### src/rtl/onehot_scan_sequencer.sv
// One-hot scan select generator for the 9:1 pixel mux, with dwell, valid/ready, continuous mode and abort.
// Optional position skipping is enabled by defining SCAN_SKIP_EN (adds the skip_mask port).
module onehot_scan_sequencer #(
    parameter int unsigned N     = 9,
    parameter int unsigned DWELL = 1,
    parameter int unsigned IDX_W = 4
) (
    input  logic             clk,
    input  logic             rst_n,
    input  logic             start,
    input  logic             cont,
    input  logic             abort,
    input  logic             ready,
`ifdef SCAN_SKIP_EN
    input  logic [N-1:0]     skip_mask,
`endif
    output logic [N-1:0]     sel,
    output logic [IDX_W-1:0] idx,
    output logic             valid,
    output logic             busy,
    output logic             done
);

    localparam int unsigned DW_W = (DWELL > 1) ? $clog2(DWELL) : 1;

    typedef enum logic [1:0] {
        S_IDLE = 2'd0,
        S_SCAN = 2'd1,
        S_DONE = 2'd2
    } state_t;

    state_t           state_q, state_d;
    logic [DW_W-1:0]  dwell_q, dwell_d;
    logic [IDX_W-1:0] idx_q, idx_d;
    logic             cont_q, cont_d;
    logic [N-1:0]     sel_q, sel_d;
    logic             valid_q, valid_d;
    logic             busy_q, busy_d;
    logic             done_q, done_d;

    // Mask seen at the start edge and mask governing the running pass
    logic [N-1:0]     mask_start;
    logic [N-1:0]     mask_cur;
    logic [N-1:0]     mask_first;

`ifdef SCAN_SKIP_EN
    logic [N-1:0]     mask_q, mask_d;

    assign mask_start = skip_mask;
    assign mask_cur   = mask_q;
`else
    assign mask_start = '0;
    assign mask_cur   = '0;
`endif

    assign mask_first = (state_q == S_IDLE) ? mask_start : mask_cur;

    // Lowest unmasked position, and next unmasked position above idx_q
    logic             first_ok;
    logic [IDX_W-1:0] first_pos;
    logic             next_ok;
    logic [IDX_W-1:0] next_pos;

    always_comb begin
        first_ok  = 1'b0;
        first_pos = '0;
        next_ok   = 1'b0;
        next_pos  = '0;
        for (int i = int'(N) - 1; i >= 0; i--) begin
            if (!mask_first[i]) begin
                first_ok  = 1'b1;
                first_pos = IDX_W'(i);
            end
            if (!mask_cur[i] && (i > int'(idx_q))) begin
                next_ok  = 1'b1;
                next_pos = IDX_W'(i);
            end
        end
    end

    // State and output registers
    always_ff @(posedge clk or negedge rst_n) begin
        if (!rst_n) begin
            state_q <= S_IDLE;
            dwell_q <= '0;
            idx_q   <= '0;
            cont_q  <= 1'b0;
            sel_q   <= '0;
            valid_q <= 1'b0;
            busy_q  <= 1'b0;
            done_q  <= 1'b0;
        end else begin
            state_q <= state_d;
            dwell_q <= dwell_d;
            idx_q   <= idx_d;
            cont_q  <= cont_d;
            sel_q   <= sel_d;
            valid_q <= valid_d;
            busy_q  <= busy_d;
            done_q  <= done_d;
        end
    end

`ifdef SCAN_SKIP_EN
    always_ff @(posedge clk or negedge rst_n) begin
        if (!rst_n) begin
            mask_q <= '0;
        end else begin
            mask_q <= mask_d;
        end
    end
`endif

    // Next-state logic; abort always takes priority over start and advance
    always_comb begin
        state_d = state_q;
        dwell_d = dwell_q;
        idx_d   = idx_q;
        cont_d  = cont_q;
`ifdef SCAN_SKIP_EN
        mask_d  = mask_q;
`endif
        case (state_q)
            S_IDLE: begin
                if (start && !abort) begin
                    cont_d  = cont;
`ifdef SCAN_SKIP_EN
                    mask_d  = skip_mask;
`endif
                    dwell_d = '0;
                    if (first_ok) begin
                        state_d = S_SCAN;
                        idx_d   = first_pos;
                    end else begin
                        state_d = S_DONE;
                        idx_d   = '0;
                    end
                end
            end
            S_SCAN: begin
                if (abort) begin
                    state_d = S_IDLE;
                    dwell_d = '0;
                    idx_d   = '0;
                end else if (ready) begin
                    if (dwell_q == DW_W'(DWELL - 1)) begin
                        dwell_d = '0;
                        if (next_ok) begin
                            idx_d = next_pos;
                        end else if (cont_q) begin
                            idx_d = first_pos;
                        end else begin
                            state_d = S_DONE;
                            idx_d   = '0;
                        end
                    end else begin
                        dwell_d = dwell_q + DW_W'(1);
                    end
                end
            end
            S_DONE: begin
                state_d = S_IDLE;
                dwell_d = '0;
                idx_d   = '0;
            end
            default: begin
                state_d = S_IDLE;
                dwell_d = '0;
                idx_d   = '0;
            end
        endcase
    end

    // Registered output values derived from the upcoming state
    always_comb begin
        sel_d   = '0;
        valid_d = 1'b0;
        busy_d  = 1'b0;
        done_d  = 1'b0;
        if (state_d == S_SCAN) begin
            sel_d   = N'(1) << idx_d;
            valid_d = 1'b1;
        end
        if (state_d != S_IDLE) begin
            busy_d = 1'b1;
        end
        if (state_d == S_DONE) begin
            done_d = 1'b1;
        end
    end

    assign sel   = sel_q;
    assign idx   = idx_q;
    assign valid = valid_q;
    assign busy  = busy_q;
    assign done  = done_q;

endmodule

### config.mk
export PLATFORM = sky130hd
export DESIGN_NAME = onehot_scan_sequencer
export DESIGN_NICKNAME = d
export VERILOG_FILES = /design/src/rtl/onehot_scan_sequencer.sv
export SDC_FILE = /design/constraint.sdc
export NUM_CORES = 1
export LEC_CHECK = 0
export BUFFER_PORTS_ARGS = -buffer_cell sky130_fd_sc_hd__buf_2
export CORE_MARGIN = 2
export CORE_UTILIZATION = 45
export DETAILED_ROUTE_END_ITERATION = 6
export GPL_TIMING_DRIVEN = 0
export PLACE_DENSITY = 0.69
export SKIP_CTS_REPAIR_TIMING = 1
export SLEW_MARGIN = 20
export SYNTH_ARGS = -nofsm -noshare
export SYNTH_HDL_FRONTEND = slang
export SYNTH_SLANG_ARGS = --single-unit
### constraint.sdc
create_clock -name clk -period 4.9 [get_ports clk]
set_clock_uncertainty 0.15 [all_clocks]
set_input_delay 0.245 -clock clk [delete_from_list [all_inputs] [get_ports clk]]
set_output_delay 0.245 -clock clk [all_outputs]
set_load 0.005 [all_outputs]
# --- Word-level counts from Yosys, hierarchy flattened ---
# Cells that the tools add are included.
op_classes:
  order_cmp: 8
  reduce_logical: 6
  mux: 38
  shifts: 1
  eq_ne: 5
  addsub: 1
ops:
  columns: ["operator", "n"]
  rows:
  - ["$mux W4", 13]
  - ["$gt A3 B4 Y1 const A", 4]
  - ["$mux W1", 15]
  - ["$mux W2", 6]
  - ["$mux W9", 1]
  - ["$shl A1 B4 Y9 const A", 1]
  - ["$gt A2 B4 Y1 const A", 2]
  - ["$pmux W4 S2", 1]
  - ["$eq A2 B1 Y1 const B", 2]
  - ["$gt A1 B4 Y1 const A", 1]
  - ["$gt A4 B4 Y1 const A", 1]
  - ["$pmux W2 S2", 1]
  - ["$reduce_and A2 Y1", 2]
  - ["$ne A3 B3 Y1 const B", 1]
  - ["$eq A2 B2 Y1 const B", 1]
  - ["$logic_not A2 Y1", 1]
  - ["$ne A2 B1 Y1 const B", 1]
  - ["$pmux W1 S2", 1]
  - ["$reduce_bool A2 Y1", 1]
  - ["$add A1 B1 Y1 const B", 1]
  - ["$logic_and A1 B1 Y1", 1]
  - ["$logic_not A1 Y1", 1]
word_totals:
  output_inout_bits: 16
  wordCells: 67
  regBits: 20
  in_bits: 6

# --- Longest topological paths before layout ---
depth:
  word_depth: 16
  depth_mapped: 6
  depth_no_buf: 5

# --- Worst setup path before layout ---
# OpenSTA, ideal clock, no wires.
synth_path:
  path_type: "register to register"
  startpoint: "register state_q[1]"
  endpoint: "register sel_q[5], in the netlist sel[5]"
  path_stages_with_launch: 5
  arrival_time_ps: 1617
  setup_ps: 107
  required_time_ps: 4643
  slack_ps: 3026
  cell_sequence: "dfrtp_1 > or3b_1 > or3_1 > mux2_4 > a2111oi_4"
synth_between:
  elab_chain_len: 8
  elab_cells_between_ends: 13
  cone_classes: "eq/ne (2); shift (1); mux (9); reduce/logical (1)"
synth_rtl:
  columns: ["element", "line_no", "text"]
  rows:
  - ["from (decl)", "32", "state_t state_q, state_d;"]
  - ["from (signal assigned)", "93", "state_q <= state_d;"]
  - ["$mux W2", "150", "end else if (cont_q) begin"]
  - ["$mux W2", "148", "if (next_ok) begin"]
  - ["$mux W2", "146", "if (dwell_q == DW_W'(DWELL - 1)) begin"]
  - ["$mux W2", "145", "end else if (ready) begin"]
  - ["$mux W2", "141", "if (abort) begin"]
  - ["$pmux W2 S2", "123", "case (state_q)"]
  - ["$eq A2 B1 Y1", "180", "if (state_d == S_SCAN) begin"]
  - ["$mux W9 (*)", "180", null]
  - ["net sel_d[5]", "36", "logic [N-1:0] sel_q, sel_d;"]
  - ["to (signal assigned)", "97", "sel_q <= sel_d;"]
  - ["to (decl)", "36", null]
# Mark *: on every way through the listed nets, which the timed path passes. The rest lies on a longest branch.
# A chain may end at the register's enable or synchronous reset.

# --- Final worst setup path ---
layout_path:
  startpoint: "register state_q[1]"
  endpoint: "register sel_q[7], in the netlist sel[7]"
# The elaborated chain is that of the path after synthesis.

==> impl_table.tex <==
\begin{tabular}{lr}
\hline
Metric & Value \\
\hline
\multicolumn{2}{l}{\textbf{Outcome}} \\
Outcome & finished, final reports clean \\
\multicolumn{2}{l}{\textbf{Critical path}} \\
Buffers plus inverters on the worst setup path & 0 \\
Worst reg-to-reg setup slack & 2.91 ns \\
Worst Setup Start Kind & register \\
Top cell family by delay on the critical path & simple AND/OR/NAND/NOR gates \\
Register-to-Register Path Depth & 4 \\
Delay of the slowest cell on the worst path & 0.44 ns \\
Classification of the worst setup path & reg -> reg \\
RR Startpoint & state\_q[1] \\
Maximum fanout encountered on the critical timing path & 7 \\
Slowest CP cell & sky130\_fd\_sc\_hd\_\_dfrtp\_1 \\
Critical path data required time & 4.92 ns \\
WP data arrival & 2.01 ns \\
Crit path cell chain & nor2\_1 -> a21oi\_1 -> nand3b\_1 -> a2111oi\_0 \\
Levels on crit path & 4 \\
Critical Path Sink Type & register \\
Crit Reg-Reg Endpoint & sel[7] \\
\multicolumn{2}{l}{\textbf{Placement}} \\
Final estimated routing congestion in global placement & 0.813 \\
\# port buffers & 20 \\
Placement-stage worst setup slack & 2.93 ns \\
Placed cells & 125 \\
Post-placement cell area & 1050 um2 \\
Detailed placer's ending HPWL & 1300 um \\
\multicolumn{2}{l}{\textbf{Timing}} \\
Number of max-slew violations in the final report & 0 \\
Maximum clock frequency & 503 MHz \\
Setup TNS & 0 ns \\
Max-slew headroom & 64.3\% \\
Post-route setup slack & 2.91 ns \\
Final number of setup-violating endpoints & 0 \\
Worst-margin pin slew & 0.535 ns \\
Post-layout minimum cycle time & 1.99 ns \\
Count of endpoints failing hold in the final timing report & 0 \\
Ratio of final minimum period to clock period & 40.6\% \\
Unrepaired setup endpoints after global routing & false \\
\multicolumn{2}{l}{\textbf{Clocking}} \\
CTS clock-pin slew for the worst setup and hold paths & 0.10 ns \\
TritonCTS clock tree & built \\
Clk\_lat worst skew & 0.30 ns \\
Clock buffers created by TritonCTS & 3 \\
Root Driver & sky130\_fd\_sc\_hd\_\_clkbuf\_4 \\
Number of sinks on the clock net & 19 \\
Bufs on Longest Clock Path & 2 \\
Maximum level of the CTS H-tree & 1 \\
\multicolumn{2}{l}{\textbf{Route}} \\
Iteration count of the initial detailed-routing pass & 4 \\
Post-route DRC & 0 \\
Post-detailed-route via-to-cell ratio & 5.60 \\
Wirelength per Cell & 13.9 um \\
Violation count after the first detailed-route iteration & 22 \\
Detailed Route WL & 1800 um \\
Post-route antenna net violation count & 0 \\
Total number of vias & 728 \\
\multicolumn{2}{l}{\textbf{GRT}} \\
Number of global-route vias before repair & 671 \\
All-layer global routing usage & 16.3\% \\
Pin count of the biggest net entering global routing & 20 \\
Wire length of the first global-routing pass & 3040 um \\
Antenna violations before repair & 0 \\
Total global routing overflow & 0 \\
\multicolumn{2}{l}{\textbf{Synth}} \\
Number of synthesized flops with an enable pin & 0 \\
Library cell with the largest summed area after synthesis & sky130\_fd\_sc\_hd\_\_dfrtp\_1 \\
Synthesized area & 917 um2 \\
Share of synthesized area occupied by flip-flops and latches & 51.8\% \\
Seq cells post-synth & 19 \\
Cell types with the largest area share after synthesis & sky130\_fd\_sc\_hd\_\_dfrtp\_1 (52\%), sky130\_fd\_sc\_hd\_\_a2111oi\_4 (3.0\%), sky130\_fd\_sc\_hd\_\_o311ai\_4 (2.9\%), sky130\_fd\_sc\_hd\_\_nor3\_1 (2.7\%), sky130\_fd\_sc\_hd\_\_a21oi\_1 (2.2\%) \\
Mean post-synth cell area & 11.8 um2 \\
Net count after synthesis & 84 \\
Share of synthesized flip-flops with an asynchronous set or reset & 100\% \\
Synth cell types & 39 \\
Area share of the leading cell type in the synthesized netlist & 51.8\% \\
Post-synthesis cell count & 78 \\
Most common flop cell mapped by yosys & sky130\_fd\_sc\_hd\_\_dfrtp\_1 \\
List of most frequent post-synthesis cells & sky130\_fd\_sc\_hd\_\_dfrtp\_1 (19), sky130\_fd\_sc\_hd\_\_nor3\_1 (5), sky130\_fd\_sc\_hd\_\_a21oi\_1 (4), sky130\_fd\_sc\_hd\_\_inv\_1 (4) \\
Count of synthesis-stage warnings from yosys & 0 \\
Most common cell in the netlist & sky130\_fd\_sc\_hd\_\_dfrtp\_1 \\
\multicolumn{2}{l}{\textbf{Cells and area}} \\
Count of inserted antenna diode cells & 0 \\
Register area & 475 um2 \\
Signed area change from the synthesized netlist to the final layout & 18.7\% \\
Fill cell instance count of the final layout & 168 \\
Layout cell share with drive strength beyond 1 & 31.1\% \\
Final design instance area without fill & 1090 um2 \\
Final layout net count & 110 \\
Final cell count without fillers & 130 \\
Multi-input gate area & 412 um2 \\
\multicolumn{2}{l}{\textbf{Floorplan}} \\
Height of the die & 49.1 um \\
FP Rows & 16 \\
Core area & 1940 um2 \\
Area of the die & 2420 um2 \\
Horizontal die dimension & 49.1 um \\
Initial core utilization & 47.2\% \\
I/O pin count & 22 \\
\multicolumn{2}{l}{\textbf{Min path}} \\
Hold worst-path end & cont\_q \\
Hold path depth & 2 \\
Start point of the worst hold path & cont \\
Kind of path behind the tightest hold check & in -> reg \\
\multicolumn{2}{l}{\textbf{Power}} \\
Leakage & 0.512 nW \\
Overall power of the completed layout & 0.297 mW \\
Peak ir drop on the vdd network & 0.172 mV \\
P per Cell Area & 273 nW/um2 \\
\multicolumn{2}{l}{\textbf{Job}} \\
MaxCap Viol Count & 0 \\
\hline
\end{tabular}
## stage by stage
| stage | hold WS, ns | utilization, % |
|---|---|---|
| floorplan | -0.201 | - |
| global placement | 0.0446 | 54.1 |
| detailed placement | 0.0478 | 54.1 |
| CTS | -0.278 | 55.5 |
| global route | 0.0311 | 56.1 |
| finish | 0.0253 | 56.1 |
## routing by layer
| metal | part of all wire [%] | global-route usage, % |
|---|---|---|
| met5 | 0 | 0 |
| met4 | 2.2 | 7.14 |
| met3 | 4.3 | 2.76 |
| met2 | 45 | 25.5 |
| met1 | 49 | 22.3 |
## cell usage in the layout, fill, tap and decap left out, types with 2 or more instances in the layout
cell type                   n
sky130_fd_sc_hd__buf_2     20
sky130_fd_sc_hd__dfrtp_1   19
sky130_fd_sc_hd__nor3_1     5
sky130_fd_sc_hd__inv_1      4
sky130_fd_sc_hd__a21oi_1    4
sky130_fd_sc_hd__nor2_1     3
sky130_fd_sc_hd__nand3_1    3
sky130_fd_sc_hd__nand2_1    3
sky130_fd_sc_hd__clkbuf_4   3
sky130_fd_sc_hd__clkbuf_1   2
sky130_fd_sc_hd__a22oi_1    2
sky130_fd_sc_hd__nand4_1    2
sky130_fd_sc_hd__o21ai_0    2
sky130_fd_sc_hd__nor3b_1    2
## worst max-delay path by stage
stage                         to       start  slack [ns]
after detailed placement  sel[5]       ready        2.93
after CTS                 sel[4]  state_q[1]        2.91
final                     sel[7]  state_q[1]        2.91
after floorplan           sel[5]  state_q[1]        3.03
after global placement    sel[4]  state_q[1]        2.94
after global routing      sel[7]      idx[3]        2.77
## cell type report
type                       instances  share of cell area (%)
buffer                             3                    1.38
clock buffer                       3                    2.07
clock inverter                     1                   0.460
inverter                           4                    1.38
multi-input combinational         52                    37.8
sequential                        19                    43.7
tap                               27                    3.10
timing repair buffer              21                    10.1
## kinds of logic (layout without fill, tap and decap cells)
| logic type | count (synthesis) | count (layout) | synth area share (%) |
|---|---|---|---|
| multiplexers | 2 | 2 | 2.86 |
| buffers and inverters | 7 | 32 | 3.27 |
| flip-flops | 19 | 19 | 51.8 |
| AND/OR/NAND/NOR | 29 | 29 | 19.4 |
| AO/OA/AOI/OAI | 21 | 21 | 22.6 |
## where the power goes
part	total, mW	switching (mW)	internal, mW
logic	0.0487	0.0273	0.0214
registers	0.171	0.00669	0.164
clock network	0.0776	0.0471	0.0304
## registers in the layout, indices dropped and copies added, names as in the netlist
| register | flops |
|---|---|
| sel | 9 |
| done | 1 |
| valid | 1 |
| cont_q | 1 |
| state_q | 2 |
| idx | 4 |
| busy | 1 |
Power figures use the tool's default switching activity.
